--- config.mk ---
export PLATFORM = sky130hd
export DESIGN_NAME = bp_addr_xlate_stage_flat
export DESIGN_NICKNAME = d
export VERILOG_FILES = /design/src/rtl/bp_addr_xlate_stage_pkg.sv /design/src/rtl/bp_addr_xlate_stage_if.sv /design/src/rtl/bp_addr_xlate_stage_addr_check.sv /design/src/rtl/bp_addr_xlate_stage.sv /design/src/flat_wrapper.sv
export SDC_FILE = /design/constraint.sdc
export NUM_CORES = 1
export LEC_CHECK = 0
export CORE_MARGIN = 3
export CORE_UTILIZATION = 40
export CTS_BUF_LIST = sky130_fd_sc_hd__clkbuf_2
export CTS_CLUSTER_DIAMETER = 120
export DETAILED_ROUTE_END_ITERATION = 12
export PLACE_DENSITY = 0.8
export SYNTH_ARGS = -nofsm -noshare
export SYNTH_HDL_FRONTEND = slang
export SYNTH_SLANG_ARGS = --single-unit
export TNS_END_PERCENT = 100
--- constraint.sdc ---
create_clock -name clk_i -period 7.6 [get_ports clk_i]
set_clock_uncertainty 0.1 [all_clocks]
set_input_delay 1.14 -clock clk_i [delete_from_list [all_inputs] [get_ports clk_i]]
set_output_delay 1.14 -clock clk_i [all_outputs]
set_load 0.05 [all_outputs]
--- src/rtl/bp_addr_xlate_stage_pkg.sv ---
// Shared width constants and types for the bare-mode address translation stage.
// Entry struct is what the output buffer stores per accepted request.
package bp_addr_xlate_stage_pkg;

    localparam int unsigned bp_eaddr_width_gp       = 64;
    localparam int unsigned bp_vaddr_width_gp       = 39;
    localparam int unsigned bp_paddr_width_gp       = 22;
    localparam int unsigned bp_page_offset_width_gp = 12;

    typedef enum logic [1:0] {
        e_xlate_fetch = 2'b00,
        e_xlate_load  = 2'b01,
        e_xlate_store = 2'b10
    } bp_xlate_kind_e;

    typedef enum logic [1:0] {
        e_cause_none       = 2'b00,
        e_cause_page       = 2'b01,
        e_cause_access     = 2'b10,
        e_cause_misaligned = 2'b11
    } bp_xlate_cause_e;

    typedef struct packed {
        logic [bp_paddr_width_gp-1:0] paddr;
        bp_xlate_kind_e               kind;
        logic                         fault;
        bp_xlate_cause_e              cause;
    } bp_xlate_entry_s;

endpackage

--- src/rtl/bp_addr_xlate_stage_if.sv ---
// Request/response bundle between requesters, the translation stage and the
// memory-side consumer. The stage uses the slave modport.
interface bp_addr_xlate_stage_if #(
    parameter int unsigned eaddr_width_p       = 64,
    parameter int unsigned paddr_width_p       = 22,
    parameter int unsigned page_offset_width_p = 12
);

    logic                           v_i;
    logic                           ready_o;
    logic [eaddr_width_p-1:0]       eaddr_i;
    logic [1:0]                     kind_i;
    logic [1:0]                     size_i;
    logic                           v_o;
    logic                           yumi_i;
    logic [paddr_width_p-1:0]       paddr_o;
    logic [page_offset_width_p-1:0] page_offset_o;
    logic [1:0]                     kind_o;
    logic                           fault_o;
    logic [1:0]                     cause_o;

    modport slave (
        input  v_i, eaddr_i, kind_i, size_i, yumi_i,
        output ready_o, v_o, paddr_o, page_offset_o, kind_o, fault_o, cause_o
    );

    modport master (
        output v_i, eaddr_i, kind_i, size_i, yumi_i,
        input  ready_o, v_o, paddr_o, page_offset_o, kind_o, fault_o, cause_o
    );

endinterface

--- src/rtl/bp_addr_xlate_stage_addr_check.sv ---
// Combinational SV39 canonicality, physical range and alignment check.
// Produces the buffer entry for an incoming effective address.
module bp_addr_check
    import bp_addr_xlate_stage_pkg::*;
#(
    parameter int unsigned eaddr_width_p = bp_eaddr_width_gp,
    parameter int unsigned vaddr_width_p = bp_vaddr_width_gp,
    parameter int unsigned paddr_width_p = bp_paddr_width_gp
) (
    input  logic [eaddr_width_p-1:0] eaddr_i,
    input  logic [1:0]               kind_i,
    input  logic [1:0]               size_i,
    output bp_xlate_entry_s          entry_o
);

    logic [eaddr_width_p-vaddr_width_p:0] upper;
    logic                                 page_fault;
    logic                                 access_fault;
    logic                                 misaligned;
    logic [1:0]                           sz;
    logic [2:0]                           mask;
    bp_xlate_kind_e                       kind;
    bp_xlate_cause_e                      cause;

    // Sign-extension region includes bit vaddr_width_p-1 itself.
    assign upper        = eaddr_i[eaddr_width_p-1:vaddr_width_p-1];
    assign page_fault   = !((upper == '0) || (upper == '1));
    assign access_fault = |eaddr_i[vaddr_width_p-1:paddr_width_p];

    always_comb begin
        kind = e_xlate_load;
        sz   = size_i;
        case (kind_i)
            2'b00: begin
                kind = e_xlate_fetch;
                sz   = 2'd2;
            end
            2'b10:   kind = e_xlate_store;
            default: kind = e_xlate_load;
        endcase
    end

    assign mask       = 3'((4'd1 << sz) - 4'd1);
    assign misaligned = |(eaddr_i[2:0] & mask);

    always_comb begin
        if (page_fault)        cause = e_cause_page;
        else if (access_fault) cause = e_cause_access;
        else if (misaligned)   cause = e_cause_misaligned;
        else                   cause = e_cause_none;
    end

    always_comb begin
        entry_o.kind  = kind;
        entry_o.cause = cause;
        entry_o.fault = (cause != e_cause_none);
        entry_o.paddr = entry_o.fault ? '0 : eaddr_i[paddr_width_p-1:0];
    end

endmodule

--- src/rtl/bp_addr_xlate_stage.sv ---
// Bare-mode address translation stage: checks each request and queues the
// result in a 2-entry circular buffer toward the memory-side consumer.
module bp_addr_xlate_stage
    import bp_addr_xlate_stage_pkg::*;
#(
    parameter int unsigned eaddr_width_p       = bp_eaddr_width_gp,
    parameter int unsigned vaddr_width_p       = bp_vaddr_width_gp,
    parameter int unsigned paddr_width_p       = bp_paddr_width_gp,
    parameter int unsigned page_offset_width_p = bp_page_offset_width_gp
) (
    input logic                    clk_i,
    input logic                    reset_i,
    input logic                    flush_i,
    bp_addr_xlate_stage_if.slave   bus
);

    bp_xlate_entry_s check_entry;
    bp_xlate_entry_s head;
    bp_xlate_entry_s mem [2];
    logic            rd_ptr;
    logic            wr_ptr;
    logic [1:0]      count;
    logic            enq;
    logic            deq;

    bp_addr_check #(
        .eaddr_width_p (eaddr_width_p),
        .vaddr_width_p (vaddr_width_p),
        .paddr_width_p (paddr_width_p)
    ) u_check (
        .eaddr_i (bus.eaddr_i),
        .kind_i  (bus.kind_i),
        .size_i  (bus.size_i),
        .entry_o (check_entry)
    );

    // ready depends only on registered count (and reset), never on yumi_i.
    assign bus.ready_o = ~reset_i & (count != 2'd2);
    assign bus.v_o     = (count != 2'd0);
    assign enq         = bus.v_i & bus.ready_o;
    assign deq         = bus.yumi_i & bus.v_o;

    always_ff @(posedge clk_i or posedge reset_i) begin
        if (reset_i) begin
            count  <= '0;
            rd_ptr <= 1'b0;
            wr_ptr <= 1'b0;
        end else if (flush_i) begin
            count  <= '0;
            rd_ptr <= 1'b0;
            wr_ptr <= 1'b0;
        end else begin
            if (enq) wr_ptr <= ~wr_ptr;
            if (deq) rd_ptr <= ~rd_ptr;
            count <= count + 2'(enq) - 2'(deq);
        end
    end

    always_ff @(posedge clk_i) begin
        if (enq && !flush_i) mem[wr_ptr] <= check_entry;
    end

    // Outputs forced to zero when empty so stale storage never shows.
    assign head              = bus.v_o ? mem[rd_ptr] : '0;
    assign bus.paddr_o       = head.paddr;
    assign bus.page_offset_o = head.paddr[page_offset_width_p-1:0];
    assign bus.kind_o        = head.kind;
    assign bus.fault_o       = head.fault;
    assign bus.cause_o       = head.cause;

    yumi_needs_valid: assert property (@(posedge clk_i) disable iff (reset_i)
        bus.yumi_i |-> bus.v_o);

endmodule

--- src/flat_wrapper.sv ---
// flat-port wrapper written by rule: the top's interface ports become plain ports
module bp_addr_xlate_stage_flat import bp_addr_xlate_stage_pkg::*;
#(
    parameter int unsigned eaddr_width_p       = bp_eaddr_width_gp,
    parameter int unsigned vaddr_width_p       = bp_vaddr_width_gp,
    parameter int unsigned paddr_width_p       = bp_paddr_width_gp,
    parameter int unsigned page_offset_width_p = bp_page_offset_width_gp
)
  (clk_i, reset_i, flush_i, bus_v_i, bus_eaddr_i, bus_kind_i, bus_size_i, bus_yumi_i, bus_ready_o, bus_v_o, bus_paddr_o, bus_page_offset_o, bus_kind_o, bus_fault_o, bus_cause_o);
  bp_addr_xlate_stage_if #(.eaddr_width_p(eaddr_width_p), .paddr_width_p(paddr_width_p), .page_offset_width_p(page_offset_width_p)) bus_i ();
  input logic clk_i;
  input logic reset_i;
  input logic flush_i;
  input wire logic [$bits(bus_i.v_i)-1:0] bus_v_i;
  input wire logic [$bits(bus_i.eaddr_i)-1:0] bus_eaddr_i;
  input wire logic [$bits(bus_i.kind_i)-1:0] bus_kind_i;
  input wire logic [$bits(bus_i.size_i)-1:0] bus_size_i;
  input wire logic [$bits(bus_i.yumi_i)-1:0] bus_yumi_i;
  output wire logic [$bits(bus_i.ready_o)-1:0] bus_ready_o;
  output wire logic [$bits(bus_i.v_o)-1:0] bus_v_o;
  output wire logic [$bits(bus_i.paddr_o)-1:0] bus_paddr_o;
  output wire logic [$bits(bus_i.page_offset_o)-1:0] bus_page_offset_o;
  output wire logic [$bits(bus_i.kind_o)-1:0] bus_kind_o;
  output wire logic [$bits(bus_i.fault_o)-1:0] bus_fault_o;
  output wire logic [$bits(bus_i.cause_o)-1:0] bus_cause_o;
  assign bus_i.v_i = bus_v_i;
  assign bus_i.eaddr_i = bus_eaddr_i;
  assign bus_i.kind_i = bus_kind_i;
  assign bus_i.size_i = bus_size_i;
  assign bus_i.yumi_i = bus_yumi_i;
  assign bus_ready_o = bus_i.ready_o;
  assign bus_v_o = bus_i.v_o;
  assign bus_paddr_o = bus_i.paddr_o;
  assign bus_page_offset_o = bus_i.page_offset_o;
  assign bus_kind_o = bus_i.kind_o;
  assign bus_fault_o = bus_i.fault_o;
  assign bus_cause_o = bus_i.cause_o;
  bp_addr_xlate_stage #(.eaddr_width_p(eaddr_width_p), .vaddr_width_p(vaddr_width_p), .paddr_width_p(paddr_width_p), .page_offset_width_p(page_offset_width_p)) u_core (.clk_i(clk_i), .reset_i(reset_i), .flush_i(flush_i), .bus(bus_i));
endmodule
==> reports/qor.log <==
[run_status] outcome finished clean
[global_route] initial antenna violation count 0
[hold_path] Hold Path Depth 2
[detailed_routing] routed vias/inst 4.95
[power] fraction of power spent switching nets 0.455
[layout] final core utilization 0.598
[logic_synthesis] Distinct cells, synth 29
[clock_network] maximum count of clock buffers along a single path 2
[logic_synthesis] netlist area before placement 2910 sq um
[placement] Routability Congestion 0.688
[global_route] pin count of the biggest net entering global routing 30
[timing] max frequency 0.252 GHz
[job] Max-cap violations 0
[die] standard-cell row count 30
[layout] area of all sequential standard cells 1720 sq um
[worst_setup_path] Max FO, Critical Path 29
[layout] Layout Area Growth over Synthesis 42.0%
[layout] # diodes 0
[global_route] Congestion Overflow GR 0
[logic_synthesis] async set-reset flop share out of synthesis 0.0690
[die] standard cell core area 6910 sq um
[clock_network] number of levels in the clock H-tree 3
[logic_synthesis] EDFF count, synth 54
[logic_synthesis] Synth Warn # 0
[placement] Detail Placement HPWL 4.50 mm
[die] I/O pin total 114
[power] power per unit of standard cell area 272 nW/um^2
[clock_network] clock latency at the later pin of the worst-skew pair 440 ps
[detailed_routing] number of remaining DRC errors 0
[die] vertical die dimension 91.2 um
[logic_synthesis] Avg Inst Size Synth 12.2 sq um
[power] total design power 1.12 mW
[detailed_routing] First DRT Iteration DRCs 85
[clock_network] CTS tree built
[power] part of the power in registers 0.348
[logic_synthesis] Post-Synth Adder-Cell Area 0.00861
[worst_setup_path] worst-case reg-to-reg path depth 6
[logic_synthesis] area share of the leading cell type in the synthesized netlist 0.558
[detailed_routing] total number of vias 2,177
[logic_synthesis] synthesized net count 313
[layout] share of final-layout standard cells stronger than drive strength 1 0.122
[clock_network] CTS Root Buffer Type clkbuf_2
[logic_synthesis] Synth Register Bits 58
[hold_path] Hold/Removal Path Class reg -> reg
[timing] part of the cycle the worst path needs 0.523
[die] initial core utilization 0.421
[timing] number of endpoints with negative hold slack in the final report 0
[worst_setup_path] setup slack of the most critical reg-to-reg path 5080 ps
[layout] number of nets in the final layout 414
[logic_synthesis] synthesized instance count 238
[timing] worst slack on hold paths 501 ps
[power] leak pwr 1.36 nW
[logic_synthesis] portion of netlist area occupied by mux cells 0.0930
[detailed_routing] final routed wire length divided by cell count 14.3 um
[worst_setup_path] Critical Path Start Type register
[clock_network] number of sinks handled by clock tree synthesis 58
[worst_setup_path] data required time at the worst endpoint 6360 ps
[timing] final max-slew violation count 0
[logic_synthesis] Compound-Gate Fraction of Synth Area 0.0245
[detailed_routing] total wire length 6.31 mm
[logic_synthesis] dominant cell type by area after synthesis edfxtp_1
[power] worst-case vdd ir drop 0.0000867 V
[timing] setup slack after layout 3630 ps
[timing] Worst Max-Slew Pin Slew 1170 ps
[layout] number of fillers in the final layout 598
[logic_synthesis] top cell types by occurrence after synthesis 54 x edfxtp_1, 33 x nor2_1, 27 x mux2i_1
[power] power spent charging and discharging nets 512 uW
[clock_network] number of CTS-inserted buffers 9
[global_route] aggregate global-route resource usage 0.157
[clock_network] Reg clk slew, reported paths 160 ps
[worst_setup_path] type of the setup path with the least slack reg -> out
[timing] setup repair after global routing missed its margin no
[logic_synthesis] most common cell in the synthesized netlist edfxtp_1
[logic_synthesis] parity-gate share of the synthesized area counting xor and xnor cells 0.0121
[logic_synthesis] largest family of logic cells by synthesized area simple AND/OR/NAND/NOR gates
[logic_synthesis] share of synthesized area occupied by flip-flops and latches 0.592
[global_route] first-pass GRT wire length 10.2 mm
[logic_synthesis] dominant register cell in the synthesized netlist edfxtp_1
[detailed_routing] First-pass DRT Iterations 4
[worst_setup_path] Crit path arrival time 2730 ps
[global_route] number of global-route vias before repair 2,335
[power] combinational fraction of design power 0.524
[timing] Final min period 3970 ps
[timing] Rel. slew slack 0.222
[power] part of the power in the clock network 0.128
[placement] number of port buffers 113
[placement] Setup WS pre-CTS 3790 ps
[die] width of the die 91.2 um
[power] internal portion of total power 613 uW
[timing] Setup Viol. Count Final 0
[worst_setup_path] endpoint type of the worst setup path output port
[die] Die Footprint 8320 sq um
[layout] footprint of the multi-input gates 1040 sq um
[clock_network] Resize count post-CTS 0
[logic_synthesis] Synth area leaders edfxtp_1 56%, mux2i_1 9.3%, nor3_2 6.5%, nor2_1 4.3%, dfrtp_1 3.4%
[logic_synthesis] synthesized-area fraction occupied by and/or/nand/nor cells 0.206
[clock_network] hold-fix buffer count after cts 0
[clock_network] post-CTS setup-driven buffer insertion count 0
[timing] Final TNS setup 0 ps
[detailed_routing] antenna-violating nets left 0
## layer usage
layer	track usage	up-vias	wire, um
li1	-	1061	-
met1	0.154	1006	2360
met2	0.284	99	3270
met3	0.0522	11	537
met4	0.0930	0	141
met5	0	-	0
## path summary, 6_finish.rpt
path,startpoint,end
max in group asynchronous,reset_i,u_core.rd_ptr$_DFFE_PP0P_
worst min-delay path,u_core.wr_ptr$_DFFE_PP0P_,u_core.wr_ptr$_DFFE_PP0P_
min in group asynchronous,reset_i,u_core.count[1]$_DFF_PP0_
worst max-delay path,u_core.count[1]$_DFF_PP0_,bus_paddr_o[10]
worst max register to register,u_core.count[1]$_DFF_PP0_,u_core.count[0]$_DFF_PP0_
worst min register to register,u_core.wr_ptr$_DFFE_PP0P_,u_core.wr_ptr$_DFFE_PP0P_
## cell type report
class                      count  share of cell area
clock buffer                  11              0.0133
clock inverter                 5             0.00515
inverter                       5             0.00455
multi-input combinational    149               0.251
sequential                    58               0.417
tap                           96              0.0291
timing repair buffer         116               0.279
## metrics by stage
step / instances / instance area [sq um]
finish: 440 / 4130
global route: 440 / 4130
CTS: 440 / 4130
detailed placement: 424 / 4050
global placement: 424 / 4050
floorplan: 238 / 2910
## state kept, by name, summed over array words and instances, names as in the netlist
signal,cells
u_core.wr_ptr,1
u_core.rd_ptr,1
u_core.mem,54
u_core.count,2
## critical path, cell delays in order, from the launching register on
cell and delay [ps]:
dfrtp_1 440, nor2_2 910, nor2_1 170, clkdlybuf4s50_1 760
## power groups by stage
stage          registers (mW)  clock network (mW)  logic, mW
2_1_floorplan           0.372                   0      0.438
3_3_place_gp            0.398                   0      0.589
3_5_place_dp            0.399                   0      0.595
4_1_cts                 0.392               0.151      0.597
5_1_grt                 0.394               0.167      0.618
6_report                0.391               0.144      0.590
## cell usage in the layout, fill, tap and decap left out, drive strengths merged, types with 2 or more instances in the layout
master / netlist / routed
nor3: 25 / 25
xnor2: 3 / 3
buf: 21 / 3
clkbuf: 5 / 11
clkdlybuf4s50: 0 / 113
inv: 5 / 5
nor4: 10 / 10
nor2: 33 / 33
clkinv: 0 / 5
dfrtp: 4 / 4
or3: 2 / 2
a21oi: 2 / 2
mux2i: 27 / 27
edfxtp: 54 / 54
nor2b: 3 / 3
nand2: 26 / 26
nand4: 7 / 7
ha: 2 / 2
## kinds of logic after synthesis
kind of cell             Yosys count
adder cells (fa/ha/maj)            2
flip-flops                        58
multiplexers                      27
buffers and inverters             31
XOR/XNOR                           4
AND/OR/NAND/NOR                  109
AO/OA/AOI/OAI                      7
No activity file was read; power rests on OpenSTA's default activity.
